[config.mk]
export PLATFORM = sky130hd
export DESIGN_NAME = m_cla_mp_ctrl
export DESIGN_NICKNAME = d
export VERILOG_FILES = /design/src/rtl/m_cla_mp_pkg.sv /design/src/rtl/m_cla32.sv /design/src/rtl/m_cla_mp_ctrl.sv
export SDC_FILE = /design/constraint.sdc
export NUM_CORES = 1
export LEC_CHECK = 0
export ABC_AREA = 1
export BUFFER_PORTS_ARGS = -buffer_cell sky130_fd_sc_hd__buf_4
export CORE_MARGIN = 3
export CORE_UTILIZATION = 42
export CTS_BUF_LIST = sky130_fd_sc_hd__clkbuf_8
export CTS_CLUSTER_SIZE = 25
export DETAILED_ROUTE_END_ITERATION = 10
export GPL_ROUTABILITY_DRIVEN = 0
export PLACE_DENSITY_LB_ADDON = 0.12
export SLEW_MARGIN = 20
export SYNTH_ARGS = -nofsm -noshare
export SYNTH_HDL_FRONTEND = slang
export SYNTH_SLANG_ARGS = --single-unit
[constraint.sdc]
create_clock -name clock -period 9.3 [get_ports clock]
set_input_delay 1.395 -clock clock [delete_from_list [all_inputs] [get_ports clock]]
set_output_delay 1.395 -clock clock [all_outputs]
set_load 0.01 [all_outputs]
[src/rtl/m_cla_mp_pkg.sv]
`default_nettype none
// ==================================================================
// m_cla_mp_pkg : shared widths, state encodings and index-width helper
// Revision     : 1.0
// ==================================================================
package m_cla_mp_pkg;

  localparam int WORD_W = 32;

  typedef enum logic [1:0] {
    ST_IDLE = 2'b00,
    ST_RUN  = 2'b01,
    ST_DONE = 2'b10
  } state_t;

  function automatic int clog2(input int value);
    int result;
    result = 0;
    for (int i = 0; i < 31; i++) begin
      if ((1 << i) < value) result = i + 1;
    end
    return result;
  endfunction

endpackage
`default_nettype wire

[src/rtl/m_cla32.sv]
`default_nettype none
// ==================================================================
// m_cla32  : combinational 32-bit adder, 4-bit lookahead groups with
//            rippled group carries; c31 is the carry into the MSB
// Revision : 1.0
// ==================================================================
module m_cla32
  import m_cla_mp_pkg::*;
(
  input  logic [WORD_W-1:0] a,
  input  logic [WORD_W-1:0] b,
  input  logic              ci,
  output logic [WORD_W-1:0] s,
  output logic              co,
  output logic              c31
);

  localparam int N_GRP = WORD_W / 4;

  logic [WORD_W-1:0] g;
  logic [WORD_W-1:0] p;
  logic [WORD_W-1:0] c;
  logic [N_GRP-1:0]  gg;
  logic [N_GRP-1:0]  gp;
  logic [N_GRP:0]    gc;

  always_comb begin
    g  = a & b;
    p  = a ^ b;
    gg = '0;
    gp = '0;
    gc = '0;
    c  = '0;
    gc[0] = ci;
    for (int j = 0; j < N_GRP; j++) begin
      gg[j] = g[4*j+3]
            | (p[4*j+3] & g[4*j+2])
            | (p[4*j+3] & p[4*j+2] & g[4*j+1])
            | (p[4*j+3] & p[4*j+2] & p[4*j+1] & g[4*j]);
      gp[j]   = &p[4*j +: 4];
      gc[j+1] = gg[j] | (gp[j] & gc[j]);
    end
    // Bit carries inside each group look ahead from that group's carry-in.
    for (int j = 0; j < N_GRP; j++) begin
      c[4*j]   = gc[j];
      c[4*j+1] = g[4*j] | (p[4*j] & gc[j]);
      c[4*j+2] = g[4*j+1] | (p[4*j+1] & g[4*j])
               | (p[4*j+1] & p[4*j] & gc[j]);
      c[4*j+3] = g[4*j+2] | (p[4*j+2] & g[4*j+1])
               | (p[4*j+2] & p[4*j+1] & g[4*j])
               | (p[4*j+2] & p[4*j+1] & p[4*j] & gc[j]);
    end
  end

  assign s   = p ^ c;
  assign co  = gc[N_GRP];
  assign c31 = c[WORD_W-1];

endmodule
`default_nettype wire

[src/rtl/m_cla_mp_ctrl.sv]
`default_nettype none
// ==================================================================
// m_cla_mp_ctrl : N_WORD x 32-bit add/sub sequenced over one m_cla32
// Build option  : M_CLA_MP_OVF_EN enables the signed-overflow flag
// Revision      : 1.0
// ==================================================================
module m_cla_mp_ctrl
  import m_cla_mp_pkg::*;
#(
  parameter int N_WORD = 4
)
(
  input  logic                     clock,
  input  logic                     reset,
  input  logic                     start,
  output logic                     ready,
  input  logic                     sub,
  input  logic [WORD_W*N_WORD-1:0] a,
  input  logic [WORD_W*N_WORD-1:0] b,
  input  logic                     ci,
  output logic [WORD_W*N_WORD-1:0] s,
  output logic                     co,
  output logic                     ovf,
  output logic                     done
);

  localparam int              TOTAL_W = WORD_W * N_WORD;
  localparam int              K_W     = clog2(N_WORD);
  localparam logic [K_W-1:0]  K_LAST  = K_W'(N_WORD - 1);

  state_t             state_q, state_d;
  logic [K_W-1:0]     k_q, k_d;
  logic               c_q, c_d;
  logic [TOTAL_W-1:0] a_q, a_d;
  logic [TOTAL_W-1:0] b_q, b_d;
  logic               sub_q, sub_d;
  logic [TOTAL_W-1:0] s_q, s_d;
  logic               co_q, co_d;
  logic               ready_q, ready_d;
  logic               done_q, done_d;

  logic [WORD_W-1:0]  a_k;
  logic [WORD_W-1:0]  b_k;
  logic [WORD_W-1:0]  sum_w;
  logic               co_w;
  logic               c31_w;

  always_comb begin
    a_k = '0;
    b_k = '0;
    for (int i = 0; i < N_WORD; i++) begin
      if (k_q == i[K_W-1:0]) begin
        a_k = a_q[i*WORD_W +: WORD_W];
        b_k = b_q[i*WORD_W +: WORD_W] ^ {WORD_W{sub_q}};
      end
    end
  end

  m_cla32 u_cla (
    .a   (a_k),
    .b   (b_k),
    .ci  (c_q),
    .s   (sum_w),
    .co  (co_w),
    .c31 (c31_w)
  );

`ifdef M_CLA_MP_OVF_EN
  logic ovf_q, ovf_d;
  assign ovf = ovf_q;
`else
  logic unused_c31;
  assign unused_c31 = c31_w;
  assign ovf        = 1'b0;
`endif

  always_comb begin
    state_d = state_q;
    k_d     = k_q;
    c_d     = c_q;
    a_d     = a_q;
    b_d     = b_q;
    sub_d   = sub_q;
    s_d     = s_q;
    co_d    = co_q;
    ready_d = ready_q;
    done_d  = 1'b0;
`ifdef M_CLA_MP_OVF_EN
    ovf_d   = ovf_q;
`endif
    case (state_q)
      ST_IDLE: begin
        if (start) begin
          a_d     = a;
          b_d     = b;
          sub_d   = sub;
          c_d     = ci ^ sub;
          k_d     = '0;
          state_d = ST_RUN;
          ready_d = 1'b0;
        end
      end
      ST_RUN: begin
        for (int i = 0; i < N_WORD; i++) begin
          if (k_q == i[K_W-1:0]) s_d[i*WORD_W +: WORD_W] = sum_w;
        end
        c_d = co_w;
        if (k_q == K_LAST) begin
          co_d    = co_w;
`ifdef M_CLA_MP_OVF_EN
          ovf_d   = c31_w ^ co_w;
`endif
          state_d = ST_DONE;
          done_d  = 1'b1;
        end else begin
          k_d = k_q + 1'b1;
        end
      end
      ST_DONE: begin
        state_d = ST_IDLE;
        ready_d = 1'b1;
      end
      default: begin
        state_d = ST_IDLE;
        ready_d = 1'b1;
      end
    endcase
  end

  always_ff @(posedge clock) begin
    if (reset) begin
      state_q <= ST_IDLE;
      k_q     <= '0;
      c_q     <= 1'b0;
      a_q     <= '0;
      b_q     <= '0;
      sub_q   <= 1'b0;
      s_q     <= '0;
      co_q    <= 1'b0;
      ready_q <= 1'b1;
      done_q  <= 1'b0;
`ifdef M_CLA_MP_OVF_EN
      ovf_q   <= 1'b0;
`endif
    end else begin
      state_q <= state_d;
      k_q     <= k_d;
      c_q     <= c_d;
      a_q     <= a_d;
      b_q     <= b_d;
      sub_q   <= sub_d;
      s_q     <= s_d;
      co_q    <= co_d;
      ready_q <= ready_d;
      done_q  <= done_d;
`ifdef M_CLA_MP_OVF_EN
      ovf_q   <= ovf_d;
`endif
    end
  end

  assign ready = ready_q;
  assign done  = done_q;
  assign s     = s_q;
  assign co    = co_q;

endmodule
`default_nettype wire

== Word level (Yosys, flattened, before mapping) ==
Index checks and enable logic that the tools add are counted.
Storage, ports and cells
  RAM bits: 0
  memories kept: 0
  bits of input ports: 261
  latch bits: 0
  bits in read-only memories: 0
  flip-flop bits (word level): 393
Operators by class
  reduce and logical (&&, ||, !) cells: 21
  add/subtract/negate cells: 1
  magnitude comparators: 0
  bitwise operators: 209
  shift-type cells: 0
  multipliers: 0
  div/mod/pow operators: 0
  eq/ne operators: 7
  mux-type cells: 19
Operators by type and width (count)
  2-to-1 mux 32 bit: 8
  bitwise XOR 32 bit: 6
  bitwise AND 1 bit: 120
  bitwise OR 1 bit: 80
  bitwise AND 32 bit: 1
  AND reduction 4 bit: 8
  AND reduction 2 bit: 8
  2-to-1 mux 2 bit: 4
  case mux 2 bit (2 select lines): 2
  != test 2 bit, second input constant: 3
  equality test 2 x 1 -> 1 bit, second input constant: 2
  equality test 2 bit, second input constant: 2
  zero test 2 bit: 2
  case mux 1 bit (2 select lines): 2
  2-to-1 mux 1 bit: 3
  AND reduction 3 bit: 1
  adder 2 x 1 -> 2 bit, second input constant: 1
  nonzero test 2 bit: 1
  OR reduction 2 bit: 1
  NOT 1 bit: 1
  bitwise XOR 1 bit: 1

== Logic depth before layout (Yosys ltp) ==
Gate-level depths: netlist of run 1.
  word-level depth: 26
  gate-level depth with buffers: 34
  mapped depth without buffers: 33

== Cells and area by module ==
A second synthesis of run 1 with hierarchy kept.
Unflattened totals
  cell total of the unflattened synthesis: 2688
  area, all modules: 18660.4 um2
Modules (own cells, without submodules)
  m_cla_mp_ctrl: seq. area each 7867.5 um2, cells an instance 2506, area each 17319.1 um2, times used 1
  m_cla32: seq. area each 0.0 um2, cells an instance 182, area each 1341.3 um2, times used 1

== Worst setup path before layout of run 1 ==
Ideal clock, no wire load.
  path kind: register to register
  from: reg k_q[0]
  to: reg s_q[29] (netlist: s[29])
  data arrival time: 3.733 ns
  buffers on the path: 3
  cell stages (with the launch flop): 30
  required time: 9.166 ns
  period minus slack after synthesis: 3.867 ns
  setup slack: 5.433 ns
  path through: dfxtp_1 -> inv_1 -> ha_1 -> buf_2 -> inv_1 -> clkbuf_1 -> clkbuf_1 -> o211ai_1 -> nand3_1 -> o21ai_0 -> ha_1 -> nand2_1 -> inv_1 -> and3_1 -> nor2_1 -> nand2_1 -> nand2_1 -> nand2_1 -> nand2_1 -> nand2_1 -> nand2_1 -> nand2_1 -> nand2_1 -> nand2_2 -> nand2_2 -> nand2_4 -> inv_1 -> fa_1 -> xor2_1 -> a21oi_1
On the way
  cells in the longest elaborated chain, start to end: 26
  elaborated cells on any way between the ends: 95
  classes of those cells: eq/ne (3); mux (8); bitwise (75); reduce/logical (9)
RTL lines
  start, declared: line m_cla_mp_ctrl.sv:32  | logic [K_W-1:0] k_q, k_d;
  start signal, assigned: line m_cla_mp_ctrl.sv:147  | k_q <= k_d;
  zero test 2 bit: line m_cla_mp_ctrl.sv:52, m_cla_mp_ctrl.sv:105
  2-to-1 mux 32 bit (4 in a row): line m_cla_mp_ctrl.sv:52  | if (k_q == i[K_W-1:0]) begin
  bitwise XOR 32 bit or bitwise AND 32 bit (tied branches): line m_cla32.sv:29, m_cla32.sv:28
  bitwise AND 1 bit, on equally long branches: line m_cla32.sv:37, m_cla32.sv:38, m_cla32.sv:39
  bitwise OR 1 bit (tied with other cells): line m_cla32.sv:37  | | (p[4*j+3] & g[4*j+2])
  bitwise OR 1 bit or bitwise AND 1 bit (tied branches): line m_cla32.sv:38, m_cla32.sv:39
  bitwise OR 1 bit: line m_cla32.sv:39  | | (p[4*j+3] & p[4*j+2] & p[4*j+1] & g[4*j]);
  bitwise OR 1 bit: line m_cla32.sv:41  | gc[j+1] = gg[j] | (gp[j] & gc[j]);
  [... 7 more ...]
  bitwise OR 1 bit: line m_cla32.sv:41
  bitwise AND 1 bit: line m_cla32.sv:41
  bitwise OR 1 bit: line m_cla32.sv:41
  bitwise AND 1 bit: line m_cla32.sv:41
  bitwise OR 1 bit: line m_cla32.sv:41
  bitwise AND 1 bit: line m_cla32.sv:46  | c[4*j+1] = g[4*j] | (p[4*j] & gc[j]);
  bitwise OR 1 bit: line m_cla32.sv:46
  bitwise XOR 32 bit: line m_cla32.sv:55  | assign s = p ^ c;
  end signal, assigned: line m_cla_mp_ctrl.sv:138  | s_q <= '0;
  end signal, assigned: line m_cla_mp_ctrl.sv:152  | s_q <= s_d;
  end, declared: line m_cla_mp_ctrl.sv:37  | logic [TOTAL_W-1:0] s_q, s_d;
Several ways; a longest one is shown, not always the timed one.
A chain may end at the register's enable or synchronous reset.

== Worst setup path in the final report of run 1 ==
Same ends and word-level chain as after synthesis.

==> out/results.tsv, run 1 <==
metric	value	unit
pwr/cell area	204	nW/µm²
Crit path top cell by count	nand2_1	
RSZ-0062 raised after global routing	false	
Setup Total Neg Slack	0	ps
Unique masters post-synth	34	
Yosys reg bits	393	
pin count of the biggest net entering global routing	259	
Final Hold Viols	0	
initial antenna violation count	0	
Starting Density	42.8	%
Crit-path slowest cell	buf_4	
endpoint class of the critical path	flop	
first-iteration detailed-routing DRC count	1681	
core area	41200	µm²
first-pass GRT wire length	95700	µm
Mapped Avg Cell Area	7.48	µm²
vias in the first global route	16300	
Tmin final	5180	ps
P_leak	10.1	nW
area delta synth->final	25.2	%
drt pass-1 iters	5	
die area	44500	µm²
share of post-route cells with drive strength above 1	19.8	%
setup violators final	0	
Max VDD drop	93.4	µV
Post-Syn Nets	2664	
EDFF count, synth	0	
H-tree Lvls	3	
drt drc	0	
CTS root buf	clkbuf_8	
final core occ	53.6	%
Seq/Total Area, Yosys	44.6	%
final instance area	22100	µm²
post-synthesis cell count	2359	
Routed Wire Length	63700	µm
CTS Buf Count	68	
clk buf depth	3	
Rel. slew slack	16.2	%
most frequent cells in the layout	nor2_1 (550), o21ai_0 (528), buf_4 (403), dfxtp_1 (392), a21oi_1 (155)	
Filler cells	4022	
Max Slew Vio Count	0	
Cell Area, Placed	20700	µm²
post-CTS setup buffers	0	
Hold Crit Class	flop to flop	
Clock Skew	24.2	ps
Buf/Inv on CP	5	
DRT antenna net count	0	
delay of the slowest critical-path stage	610	ps
CTS Hold Bufs	0	
classification of the worst setup path	flop to flop	
Worst-Margin Slew	1260	ps
# rows	74	
commonest non-fill, non-tap cell in the layout	nor2_1	
Worst-Skew Late Latency	630	ps
Worst Path Arrival	5670	ps
Async S/R FF share, synth	0	%
Overall Global Routing Usage	27.7	%
GRT overflow	0	
fmax	193	MHz
Die Ht	211	µm
final period utilization	55.7	%
mapped cell area	17600	µm²
Ys Warns	0	
Buffers on Ports	391	
worst-path cell chain	inv_1 > ha_1 > buf_4 > inv_2 > buf_4 > o211ai_1 > nand3_1 > o21ai_0 > ha_1 > nand2_1 > nor2_1 > a211oi_1 > nand2_1 > nand2_1 > nand2_1 > nand2_1 > nand2_2 > nand2_2 > nand2_4 > inv_1 > fa_1 > xor2_1 > a21oi_1	
DP Wirelength	45000	µm
CTS tree	yes	
CTS resizes	0	
outcome	finished, final reports clean	
Data required, critical path	9780	ps
Max Cap Viol	0	
number of nets in the layout	2955	
CP Max Fanout	54	
Via-to-Cell Ratio	5.36	
die boundary width	211	µm
WL/cell	19.7	µm
I/O pins	393	
CP delay by family, top	buffers and inverters	
Worst setup SP type	flop	
Most used DFF post-synth	dfxtp_1	
vias after detailed routing	17300	
# clock sinks	393	
clock slew at reported path FFs	60	ps
[metal layers]
layer	routed length, µm	track usage [%]
met1	29100	40.7
met2	27500	40.6
met3	5410	6.49
met4	1670	7.97
met5	0	0
[registers in the layout (all words and copies together) (netlist names)]
signal   count
a_q        128
b_q        128
s          128
k_q          2
state_q      2
c_q          1
co           1
done         1
ready        1
sub_q        1
[metrics by stage]
stage / instances / power [W] / setup slack (ps) / hold slack, ps
finish: 3226 / 0.00451 / 4120 / 490
global route: 3225 / 0.00472 / 3680 / 520
CTS: 3225 / 0.00453 / 4240 / 494
detailed placement: 3112 / 0.00293 / 4240 / 482
global placement: 3112 / 0.00292 / 4370 / 469
floorplan: 2359 / 0.00248 / 5430 / 441
[final cells by class]
class	instances	area [µm²]	area share, %
multi-input cells	1660	8640	39.2
flip-flops and latches	393	7870	35.7
repair buffers	406	3070	13.9
clock buffers	85	1170	5.30
well taps	532	666	3.02
inverters	121	474	2.15
clock inverters	28	181	0.822
diodes	1	2.50	0.0113
[synth_stat cells (2+ instances only)]
cell / number / area share (%)
xnor2_1: 63 / 3.1
buf_1: 9 / 0.19
nand2_1: 90 / 1.9
a211oi_1: 2 / 0.085
o21bai_1: 41 / 1.7
nor2_1: 555 / 12
inv_2: 4 / 0.085
inv_1: 117 / 2.5
nand2_2: 7 / 0.25
dfxtp_1: 393 / 45
ha_1: 36 / 2.6
o21ai_2: 2 / 0.099
a21oi_1: 155 / 4.4
xor2_1: 21 / 1.0
o21ai_0: 528 / 15
a21oi_2: 5 / 0.25
o211ai_1: 36 / 1.5
nand3_1: 54 / 1.5
o21a_1: 16 / 0.68
clkbuf_1: 165 / 3.5
buf_2: 10 / 0.28
a221oi_1: 21 / 1.0
a22oi_1: 11 / 0.47
fa_1: 8 / 0.91
[kinds of logic (layout without fill, tap and decap cells)]
family                     after synthesis  count (layout)  synth area share, %
and+or+nand+nor                        712             712                 15.8
xor gates and xnor gates                84              84                 4.17
buffers and inverters                  306             640                 6.60
other                                    1               2               0.0213
DFF                                    393             393                 44.6
adders and majority gates               44              44                 3.46
AOI/OAI and AO/OA                      819             819                 25.4
[power by group]
| group | internal [W] | total [W] | switching [W] |
|---|---|---|---|
| combinational | 0.000354 | 0.00102 | 0.000669 |
| sequential | 0.00181 | 0.00189 | 0.0000829 |
| clock | 0.000876 | 0.00159 | 0.000717 |
[worst register-to-register path, stage by stage, from the launching register on]
cell and delay [ps]:
dfxtp_1 370, inv_1 100, ha_1 210, buf_4 250, inv_2 570, buf_4 630, o211ai_1 360, nand3_1 140
o21ai_0 270, ha_1 490, nand2_1 100, nor2_1 110, a211oi_1 50, nand2_1 100, nand2_1 60, nand2_1 80
nand2_1 70, nand2_2 90, nand2_2 80, nand2_4 90, inv_1 60, fa_1 430, xor2_1 270, a21oi_1 110
[path summary, 6_finish.rpt]
| path | from | end | slack, ps | cells past startpoint |
|---|---|---|---|---|
| setup / recovery | k_q[0] | s[29] | 4120 | 23 |
| hold / removal | ready | ready | 490 | 2 |
| setup reg to reg | k_q[0] | s[29] | 4120 | 23 |
| hold reg to reg | ready | ready | 490 | 2 |
Note: power is estimated with default switching activity, not from simulation.
==> run 2, diff against run 1 <==
ABC_AREA = 0   (was 1)
clock period = 4.5 ns   (was 9.3 ns; I/O delays follow)
==> run 2 against run 1 <==
Effect of this change: non-clock buffer count is 68 higher; core utilization is 2.1 points higher; largest cell class unchanged; worst hold slack worse by 180 ps; sequential power is 100% higher; register-to-register slack worse by 4000 ps; sequential share of layout area is 1.5 points lower; synthesized area is 1.3% higher; via count is 6.8% higher; wire length is 4.6% higher; worst setup slack worse by 4000 ps; global-route usage is 0.33 points higher; cell area is 4.3% higher.
==> out/results.tsv, run 2 <==
metric	value	unit	change
outcome	finished, final reports clean		
WL/cell	20.3	µm	+2.8%
first-pass GRT wire length	98400	µm	+2.9%
Max Cap Viol	0		unchanged
area share of and/or/nand/nor cells after synthesis	21.7	%	+6.0 points
R2R setup slack	120	ps	-4000 ps
post-synthesis cell count	2360		+0.042%
drt drc	0		unchanged
mapped cell area	17900	µm²	+1.3%
Antenna Cells	0		-1
die boundary width	212	µm	+0.62%
Most used DFF post-synth	dfxtp_1		
Ys Warns	0		unchanged
Comb pwr share	20.2	%	-2.5 points
Hold Crit Class	primary input to flop		
share of post-route cells with drive strength above 1	23.4	%	+3.6 points
largest family of logic cells by synthesized area	compound AO/OA/AOI/OAI gates		
area fraction in compound gates after synthesis	25.2	%	-0.15 points
net switching power	0.00263	W	+79%
Unique masters post-synth	62		+82%
Pwr Total	0.00872	W	+93%
pin count of the biggest net entering global routing	158		-39%
area delta synth->final	28.9	%	
H-tree Lvls	3		unchanged
commonest non-fill, non-tap cell in the layout	nand2_1		
clk buf depth	3		unchanged
r2r startpoint	k_q[0]		
CP endpoint	s[92]		
DP Wirelength	47900	µm	+6.5%
Overall Global Routing Usage	28.0	%	+0.33 points
Async S/R FF share, synth	0	%	unchanged
Yosys reg bits	393		unchanged
drt pass-1 iters	6		+1
fmax	228	MHz	+18%
number of nets in the layout	3009		+1.8%
pwr/cell area	379	nW/µm²	+85%
Worst setup SP type	flop		
reg2reg end	s[92]		
Buffers on Ports	391		unchanged
Post-Layout Cell Count	3281		+1.7%
Max VDD drop	175	µV	+87%
Worst Path Arrival	4900	ps	-770 ps
most frequent cells in the layout	nand2_1 (715), buf_4 (457), a21oi_1 (431), dfxtp_1 (390), nor2_1 (107)		
Post-Syn Nets	2665		+0.038%
Data required, critical path	5020	ps	-4760 ps
Synth area leaders	dfxtp_1 (44%), nand2_1 (15%), a21oi_1 (12%)		
Worst-Margin Slew	1130	ps	-125 ps
post-synth top area cell	dfxtp_1		
first-iteration detailed-routing DRC count	1882		+12%
initial antenna violation count	0		unchanged
EDFF count, synth	0		unchanged
Synth Area in Adders	3.42	%	-0.044 points
CP Max Fanout	20		-63%
final period utilization	97.3	%	+42 points
Post-synth top cells	nand2_1 (716), a21oi_1 (441), dfxtp_1 (393), clkbuf_1 (184), nor2_1 (114)		
vias after detailed routing	18500		+6.8%
crit path from	k_q[0]		
Routed Wire Length	66600	µm	+4.6%
# clock sinks	393		unchanged
CTS tree	yes		
vias in the first global route	17000		+4.6%
part of the power in registers	43.6	%	+1.6 points
multiplexer share of the synthesized area	0	%	unchanged
classification of the worst setup path	flop to flop		
count leader, synth	nand2_1		
# rows	74		unchanged
core area	41400	µm²	+0.45%
Rel. slew slack	24.5	%	+8.3 points
die area	45000	µm²	+1.2%
clock slew at reported path FFs	70	ps	about the same
r2r worst-path depth	17		-26%
Filler cells	3975		-1.2%
xor/xnor cell area share of the yosys netlist	0.784	%	-3.4 points
Mapped Avg Cell Area	7.57	µm²	+1.2%
endpoint class of the critical path	flop		
WHS	308	ps	-182 ps
Clock Skew	38.3	ps	+14.1 ps
DRT antenna net count	0		unchanged
Clk pwr share	36.2	%	+0.9 points
Final Hold Viols	0		unchanged
Seq/Total Area, Yosys	44.0	%	-0.57 points
CTS Buf Count	67		-1.5%
dpl cells	3157		+1.4%
Die Ht	212	µm	+0.62%
Worst-Skew Late Latency	620	ps	about the same
I/O pins	393		unchanged
Tmin final	4380	ps	-804 ps
CTS root buf	clkbuf_8		
P_leak	9.54	nW	-5.6%
Starting Density	43.2	%	+0.36 points
setup violators final	0		unchanged
Max Slew Vio Count	0		unchanged
GRT overflow	0		unchanged
fraction of power spent switching nets	30.1	%	-2.5 points
cell-internal power	0.00609	W	+100%
Via-to-Cell Ratio	5.63		+5.0%
area share of the largest cell type after synthesis	44.0	%	-0.57 points
[run 2: power groups by stage]
stage / Sequential [W] / Clock [W] / Combinational, W
global placement: 0.00387 / 0 / 0.00166
CTS: 0.00380 / 0.00320 / 0.00170
floorplan: 0.00384 / 0 / 0.000908
detailed placement: 0.00388 / 0 / 0.00169
global route: 0.00382 / 0.00337 / 0.00189
finish: 0.00380 / 0.00315 / 0.00176
[run 2: layout make-up]
type	instances	area [µm²]	area share (%)
clock buffer	84	1160	5.02
timing repair buffer	474	3750	16.3
tap	532	666	2.89
sequential	393	7870	34.2
clock inverter	30	146	0.636
inverter	26	97.6	0.424
multi-input combinational	1742	9340	40.6
[run 2: worst min path at each step]
stage | start | slack [ps] | cells past startpoint | endpoint
3_5_place_dp | a_q[16] | 440 | 2 | a_q[16]
2_1_floorplan | a_q[0] | 430 | 2 | a_q[0]
5_1_grt | a[106] | 300 | 3 | a_q[106]
6_report | a[28] | 310 | 3 | a_q[28]
3_3_place_gp | a_q[22] | 440 | 2 | a_q[22]
4_1_cts | a[61] | 270 | 3 | a_q[61]
[run 2: stage by stage]
stage	cell area (µm²)	utilization (%)	setup slack (ps)	TNS (ps)
2_1_floorplan	17900	-	168	0
3_3_place_gp	21500	51.9	33.8	0
3_5_place_dp	21500	51.9	-240	-4390
4_1_cts	22800	55.1	33.6	0
5_1_grt	23000	55.6	-13.8	-16.7
6_report	23000	55.6	121	0
[run 2: cells by family after synthesis]
family | after synthesis
xor gates and xnor gates | 16
adders and majority gates | 44
AOI/OAI and AO/OA | 732
and+or+nand+nor | 947
other | 1
DFF | 393
buffers and inverters | 227
[run 2: critical path, stage by stage (launching register included)]
cell and delay [ps]:
dfxtp_2 340, buf_4 150, ha_4 190, clkinv_1 60, buf_4 270, buf_4 260, o22ai_1 100, a21oi_1 300
o21ai_0 360, ha_1 360, a21o_1 160, a21oi_1 240, nor2_1 80, a221o_2 340, o21bai_1 180, and2_1 180
fa_1 470, a211oi_1 240
[run 2: routing by layer]
| layer | part of all wire [%] | routed length, µm | GRT usage (%) | up-vias |
|---|---|---|---|---|
| met3 | 7.7 | 5140 | 4.80 | 108 |
| met1 | 45 | 29900 | 40.3 | 8743 |
| li1 | - | - | - | 8862 |
| met4 | 3.5 | 2300 | 9.93 | 0 |
| met2 | 44 | 29300 | 42.5 | 753 |
| met5 | 0 | 0 | 0 | - |
[run 2: what timing repair did]
item / 4_1_cts / 5_1_grt
resized for setup: 9 / 39
pin swaps: 1 / 13
hold buffers: 0 / 0
setup buffers: 0 / 7
gates cloned: 0 / 2
setup endpoints to repair: 45 / 65
